$ cat src/rtl/calc_pkg.sv
// Shared types and result-packing helpers for the sequential calculator.
package calc_pkg;

  typedef enum logic [1:0] {
    OP_ADD = 2'b00,
    OP_SUB = 2'b01,
    OP_MUL = 2'b10,
    OP_DIV = 2'b11
  } op_e;

  typedef enum logic [1:0] {
    S_IDLE = 2'd0,
    S_BUSY = 2'd1,
    S_DONE = 2'd2
  } state_e;

  // Quotient occupies the low half of result, remainder the high half.
  localparam int QUO_LSB = 0;

  function automatic int rem_lsb(input int w);
    return w;
  endfunction

  function automatic int carry_bit(input int w);
    return w;
  endfunction

endpackage

$ cat src/rtl/seq_calc_step.sv
// One combinational iteration of shift-add multiply (mode=0) or restoring divide (mode=1).
module seq_calc_step #(
  parameter int W = 4
) (
  input  logic           mode,
  input  logic [2*W-1:0] acc,
  input  logic [W-1:0]   opnd,
  output logic [2*W-1:0] next_acc
);

  logic [W:0]   sum;
  logic [W:0]   tmp;
  logic [W-1:0] diff;

  always_comb begin
    sum  = {1'b0, acc[2*W-1:W]} + {1'b0, opnd};
    tmp  = acc[2*W-1:W-1];
    // Only used when tmp >= opnd, where the difference is below opnd and fits in W bits.
    diff = tmp[W-1:0] - opnd;
    if (mode) begin
      if (tmp >= {1'b0, opnd}) next_acc = {diff, acc[W-2:0], 1'b1};
      else                     next_acc = {tmp[W-1:0], acc[W-2:0], 1'b0};
    end else if (acc[0]) begin
      next_acc = {sum, acc[W-1:1]};
    end else begin
      next_acc = {1'b0, acc[2*W-1:1]};
    end
  end

endmodule

$ cat src/rtl/seq_calc.sv
// Clocked ADD/SUB/MUL/DIV calculator with valid/ready on both sides and a shared iterative datapath.
module seq_calc
  import calc_pkg::*;
#(
  parameter int W  = 4,
  parameter int CW = $clog2(W) + 1
) (
  input  logic           clk,
  input  logic           rst_n,
  input  logic           in_valid,
  output logic           in_ready,
  input  logic [1:0]     op,
  input  logic [W-1:0]   a,
  input  logic [W-1:0]   b,
  output logic           out_valid,
  input  logic           out_ready,
  output logic [2*W-1:0] result,
  output logic           flag,
  output logic [1:0]     dbg_state
);

  // Handshake: a transfer happens on a rising edge where valid and ready are both high;
  // in_ready is high only in IDLE, out_valid only in DONE, and result/flag hold until taken.

  localparam int REM_LSB   = rem_lsb(W);
  localparam int CARRY_BIT = carry_bit(W);

  state_e         state;
  logic [CW-1:0]  cnt;
  op_e            op_r;
  logic [W-1:0]   opnd_r;
  logic [2*W-1:0] acc;
  logic [2*W-1:0] next_acc;
  logic [W:0]     add_sum;
  logic [W-1:0]   sub_diff;
  op_e            op_in;

  always_comb begin
    op_in    = op_e'(op);
    add_sum  = {1'b0, a} + {1'b0, b};
    sub_diff = a - b;
  end

  seq_calc_step #(.W(W)) u_step (
    .mode     (op_r == OP_DIV),
    .acc      (acc),
    .opnd     (opnd_r),
    .next_acc (next_acc)
  );

  assign dbg_state = state;

  always_ff @(posedge clk or negedge rst_n) begin
    if (!rst_n) begin
      state     <= S_IDLE;
      in_ready  <= 1'b1;
      out_valid <= 1'b0;
      result    <= '0;
      flag      <= 1'b0;
      cnt       <= '0;
      op_r      <= OP_ADD;
      opnd_r    <= '0;
      acc       <= '0;
    end else begin
      case (state)
        S_IDLE: begin
          if (in_valid) begin
            op_r     <= op_in;
            opnd_r   <= b;
            acc      <= {{W{1'b0}}, a};
            in_ready <= 1'b0;
            case (op_in)
              OP_ADD: begin
                result    <= {{(W-1){1'b0}}, add_sum};
                flag      <= add_sum[CARRY_BIT];
                state     <= S_DONE;
                out_valid <= 1'b1;
              end
              OP_SUB: begin
                result    <= {{W{1'b0}}, sub_diff};
                flag      <= (a < b);
                state     <= S_DONE;
                out_valid <= 1'b1;
              end
              default: begin
                if (op_in == OP_DIV && b == '0) begin
                  result                 <= '0;
                  result[QUO_LSB +: W]   <= '1;
                  result[REM_LSB +: W]   <= a;
                  flag                   <= 1'b1;
                  state                  <= S_DONE;
                  out_valid              <= 1'b1;
                end else begin
                  cnt   <= CW'(W);
                  state <= S_BUSY;
                end
              end
            endcase
          end
        end
        S_BUSY: begin
          acc <= next_acc;
          cnt <= cnt - 1'b1;
          if (cnt == CW'(1)) begin
            result    <= next_acc;
            flag      <= 1'b0;
            state     <= S_DONE;
            out_valid <= 1'b1;
          end
        end
        S_DONE: begin
          if (out_ready) begin
            state     <= S_IDLE;
            out_valid <= 1'b0;
            in_ready  <= 1'b1;
          end
        end
        default: begin
          state     <= S_IDLE;
          in_ready  <= 1'b1;
          out_valid <= 1'b0;
        end
      endcase
    end
  end

endmodule

$ cat config.mk
export PLATFORM = sky130hd
export DESIGN_NAME = seq_calc
export DESIGN_NICKNAME = d
export VERILOG_FILES = /design/src/rtl/calc_pkg.sv /design/src/rtl/seq_calc_step.sv /design/src/rtl/seq_calc.sv
export SDC_FILE = /design/constraint.sdc
export NUM_CORES = 1
export LEC_CHECK = 0
export ABC_AREA = 1
export CAP_MARGIN = 0
export CORE_AREA = 2 2 70 65
export CTS_CLUSTER_SIZE = 24
export DETAILED_ROUTE_END_ITERATION = 7
export DIE_AREA = 0 0 72 67
export PLACE_DENSITY_LB_ADDON = 0.08
export SYNTH_ARGS = -nofsm -noshare
export SYNTH_HDL_FRONTEND = slang
export SYNTH_SLANG_ARGS = --single-unit
$ cat constraint.sdc
create_clock -name clk -period 2 [get_ports clk]
set_clock_uncertainty 0.1 [all_clocks]
set_input_delay 0.6 -clock clk [delete_from_list [all_inputs] [get_ports clk]]
set_output_delay 0.6 -clock clk [all_outputs]
set_load 0.01 [all_outputs]
Yosys cells after proc, flatten, opt, wreduce, memory -nomap -nowiden:

Index checks and enable logic that the tools add are counted.

* add/subtract/negate cells: 5
* multipliers: 0
* div/mod/pow operators: 0
* $lt $le $gt $ge: 2
* eq/ne operators: 13
* shift operators: 0
* muxes and demuxes: 33
* bitwise gates (word level): 1
* reduce and logical (&&, ||, !) cells: 13

Operators by type and width (number)
* $mux 8: 7
* $pmux 8 s2: 3
* $reduce_and 4->1: 3
* $add 4x4->5: 2
* $mux 2: 5
* $ne 2x2->1 const B: 5
* $mux 1: 9
* $mux 3: 3
* $sub 4x4->4: 2
* $eq 2x2->1 const B: 3
* $pmux 1 s3: 2
* $pmux 2 s3: 1
* $pmux 3 s2: 1
* $reduce_and 3->1: 2
* $ge 5x4->1: 1
* $eq 2x1->1 const B: 2
* $logic_not 2->1: 2
* $logic_not 4->1: 1
* $lt 4x4->1: 1
* $ne 4x2->1 const B: 1
* $pmux 1 s2: 2
* $reduce_and 2->1: 2
* $eq 3x1->1 const B: 1
* $ne 3x3->1 const B: 1
* other kinds (5): 5

* bits in registers: 30
* latch bits: 0
* bits in writable memories: 0
* bits in read-only memories: 0
* bits of input ports: 14
* output and inout bits: 13
* memories kept: 0

Logic depth before layout (Yosys ltp):

* depth after elaboration: 6
* gate-level depth with buffers: 12

Cells and area by module:

Synthesis repeated with hierarchy kept, for this count alone.

* cell total of the unflattened synthesis: 305
* area total of the unflattened synthesis: 2314.7 um^2

By module, submodules not included
* seq_calc: times used 1, cells each 222, area an instance 1801.7 um^2, sequential area each 752.0 um^2
* seq_calc_step: times used 1, cells each 83, area an instance 513.0 um^2, sequential area each 0.0 um^2

Worst setup path before layout:

Ideal clock, no wire load.

* path type: input to register
* start: input port a[0]
* end: register result[4]
* library setup time: 122 ps
* arrival: 1655 ps
* data required time: 1778 ps
* path slack: 122 ps
* stages on the path: 8
* buffers on the path: 0
* cells stage by stage: ha_1 -> fa_1 -> nand3_1 -> nand2_1 -> nand2_1 -> o21ai_0 -> a21oi_1 -> a21oi_1

* word-level cells in the longest chain between the ends: 4
* elaborated cells on any way between the ends: 5
* those cells by class: 1 x add/sub; 4 x mux

Ends and longest elaborated chain
* start: declaration: line seq_calc.sv:13 `input logic [W-1:0] a,`
* $add 4x4->5 or $mux 8 (tied branches): line seq_calc.sv:40, seq_calc.sv:86
* $pmux 8 s2 *: line seq_calc.sv:72 `case (op_in)`
* $mux 8 *: line seq_calc.sv:67 `if (in_valid) begin`
* $pmux 8 s2 *: line seq_calc.sv:65 `case (state)`
* end signal: assignment: line seq_calc.sv:74 `result <= {{(W-1){1'b0}}, add_sum};`
* end signal: assignment: line seq_calc.sv:80 `result <= {{W{1'b0}}, sub_diff};`
* end signal: assignment: line seq_calc.sv:105 `result <= next_acc;`
* end: declaration: line seq_calc.sv:17 `output logic [2*W-1:0] result,`

Mark *: on every way between the ends. The rest lies on a longest branch, timed or not. The select of a mux whose other input is x is not followed.
A chain may end at the register's enable or synchronous reset.

Worst setup path after layout:

* start: register acc[3]
* end: register result[6]

* word-level cells in the longest chain between the ends: 5
* elaborated cells on any way between the ends: 6
* those cells by class: 1 x add/sub; 1 x order compare; 4 x mux

Ends and longest elaborated chain
* start: declaration: line seq_calc.sv:32 `logic [2*W-1:0] acc;`
* start signal: assignment: line seq_calc.sv:70 `acc <= {{W{1'b0}}, a};`
* start signal: assignment: line seq_calc.sv:102 `acc <= next_acc;`
* $sub 4x4->4 or $ge 5x4->1 (tied branches): line seq_calc_step.sv:19, seq_calc_step.sv:21
* $mux 8 *: line seq_calc_step.sv:21 `if (tmp >= {1'b0, opnd}) next_acc = {diff, acc[W-2:0], 1'b1};`
* $mux 8 *: line seq_calc_step.sv:20 `if (mode) begin`
* $mux 8 *: line seq_calc.sv:104 `if (cnt == CW'(1)) begin`
* $pmux 8 s2 *: line seq_calc.sv:65

Marks and branches as above.

==> reports/qor.csv <==
metric,value,unit
dp.cells,383,
yosysSeqAreaShare,0.362,
status,"complete, no violations",
crit_required,2.11,ns
die_x,72,µm
worstSkewPairLatency,0.29,ns
cts_tree,yes,
first_pass_iters,4,
critPathCaptureType,flip-flop,
htree_levels,2,
setup_viol,0,
yosys.area.top_type,dfrtp_1,
cp.arrival,2.06,ns
place.gp.congestion,0.866,
drt_wl_total,5730,µm
critPathSlowestCell,dfrtp_1,
vias,2132,
period_share,0.978,
crit_type,reg2reg,
slew_headroom,0.764,
diodes,0,
async_flop_share,1.00,
overflow,0,
grt_pass1_wl,9570,µm
start_kind,flip-flop,
cts.sinks,30,
synth_most_common_cell,nand2_1,
drive_above_1_share,0.233,
drt_iter0_drc,172,
grt_max_degree,31,
syn-num-nets,307,
finalHoldViolations,0,
synth_top_cells_by_count,"57 x nand2_1, 38 x inv_1, 29 x dfrtp_1, 28 x o21ai_0, 26 x a21oi_1",
synth_ff_type,dfrtp_1,
slew_viol_final,0,
hp-class,reg2reg,
remaining_drc_errors,0,
clockBufferDepth,2,
fin_crit,1.96,ns
syn-cell-area,2080,µm²
design_area,2910,µm²
antenna_found_initial,0,
critical_path.max_fanout,3,
area_growth,40.1,%
avgRoutedWirePerCell,14.5,µm
nNetsFinal,382,
max_cap_viol_count,0,
worstMarginPinSlew,0.350,ns
start_util,0.514,
path_buf_inv,2,
fin_cells,395,
place_area,2710,µm²
hpwl,4380,µm
cts_buffers,5,
core,4050,µm²
power_density,1550,nW/µm²
postSynthCellCount,271,
synthTopCellsByArea,"dfrtp_1 35%, ha_1 11%, nand2_1 10%",
path_delay_family,adder cells,
grt_usage,0.263,
num_rows,22,
fmax,0.511,GHz
ir_drop,1000,µV
synth_top_area_frac,0.349,
crit_chain,inv_2 -> ha_1 -> inv_1 -> fa_1 -> a21oi_1 -> o21a_1 -> nand2_1 -> nand3_1 -> nand2_1 -> a21oi_1,
dieArea,4820,µm²
slowest_delay,0.39,ns
yosysWarnings,0,
grt_pass1_vias,2088,
avgSynthCellArea,7.67,µm²
synth_edf_count,0,
route.antenna.remaining_nets,0,
fp.dieH,67,µm
ys_ff_latch,30,
io_buffers,26,
io_pins,27,
cts-root-buf,clkbuf_8,
rsz0062_at_grt,yes,
path_clk_slew,0.07,ns
leakagePower,1.47,nW
yosys.cell_types.count,27,
vias_per_cell,5.40,
layout by cell type (no fill, tap or decap), types with 2 or more instances in the layout:
cell type	instances
a21oi_1	21
a21oi_2	6
a22oi_1	2
buf_12	2
buf_4	44
clkbuf_8	6
clkdlybuf4s50_1	16
dfrtp_1	28
dlygate4sd2_1	6
dlymetal6s2s_1	2
fa_1	2
fa_2	2
ha_1	14
ha_4	3
inv_1	36
inv_2	2
nand2_1	56
nand3_1	20
nand3b_1	4
nand4_1	2
nor2_1	19
nor2_2	5
o21a_1	3
o21ai_0	26
o21ai_1	2
xor2_1	2
stage by stage:
stage	total power (W)	TNS, ns	hold WS [ns]	utilization	setup WS (ns)
floorplan	0.00265	0	0.204	-	0.122
global placement	0.00378	-4.87	0.367	0.671	-0.485
detailed placement	0.00384	-5.30	0.372	0.671	-0.531
CTS	0.00440	0	0.389	0.700	0.0308
global route	0.00493	-0.189	0.399	0.720	-0.0926
finish	0.00452	0	0.382	0.720	0.0447
metal layers:
layer,up-vias,track usage,share of wire
met3,12,0.0590,0.050
met5,-,0,0
met2,63,0.434,0.48
li1,1042,-,-
met1,1015,0.334,0.45
met4,0,0.106,0.024
report_power, final:
part	internal, W	switching [W]	total [W]
sequential	0.000920	0.000216	0.00114
clock	0.000276	0.000251	0.000527
combinational	0.00133	0.00153	0.00286
total	0.00252	0.00200	0.00452
final cells by class:
type	count	area, µm²
sequential	30	753
fill	327	1130
tap	48	60.1
clock buffer	6	82.6
clock inverter	2	12.5
inverter	39	149
multi-input combinational	198	1230
timing repair buffer	72	623
final timing paths:
check | start | end | slack, ns | cells past startpoint
max in group asynchronous | rst_n | in_ready$_DFFE_PN1P_ | 0.99 | 2
worst min register to register | out_valid$_DFFE_PN0P_ | out_valid$_DFFE_PN0P_ | 0.38 | 2
worst max register to register | acc[3]$_DFFE_PN0P_ | result[6]$_DFFE_PN0P_ | 0.04 | 10
worst max-delay path | acc[3]$_DFFE_PN0P_ | result[6]$_DFFE_PN0P_ | 0.04 | 10
min in group asynchronous | rst_n | acc[5]$_DFFE_PN0P_ | 0.56 | 2
worst min-delay path | out_valid$_DFFE_PN0P_ | out_valid$_DFFE_PN0P_ | 0.38 | 2
worst register-to-register path, delay by kind of cell (launching register included):
family	cells	cell delay, ns
and+or+nand+nor	3	0.23
DFF	1	0.39
buffers and inverters	2	0.15
adders and majority gates	2	0.54
AOI/OAI and AO/OA	3	0.46
registers in the layout, indices dropped and copies added, names as in the netlist:
| signal | count |
|---|---|
| opnd_r | 4 |
| result | 8 |
| out_valid | 1 |
| op_r | 2 |
| acc | 8 |
| flag | 1 |
| dbg_state | 2 |
| in_ready | 1 |
| cnt | 3 |
cells by family after synthesis:
group / synth area share
compound gates: 0.171
xor+xnor: 0.00843
fa+ha+maj: 0.147
buf+inv: 0.0825
flops: 0.362
simple gates: 0.229
timing repair:
item / CTS / global route
hold endpoints to repair: 0 / 0
hold buffers: 0 / 0
resized for setup: 16 / 19
buffers inserted: 1 / 3
endpoints found under the setup margin: 12 / 15
pin swaps: 4 / 2
(Power assumes the default switching activity.)
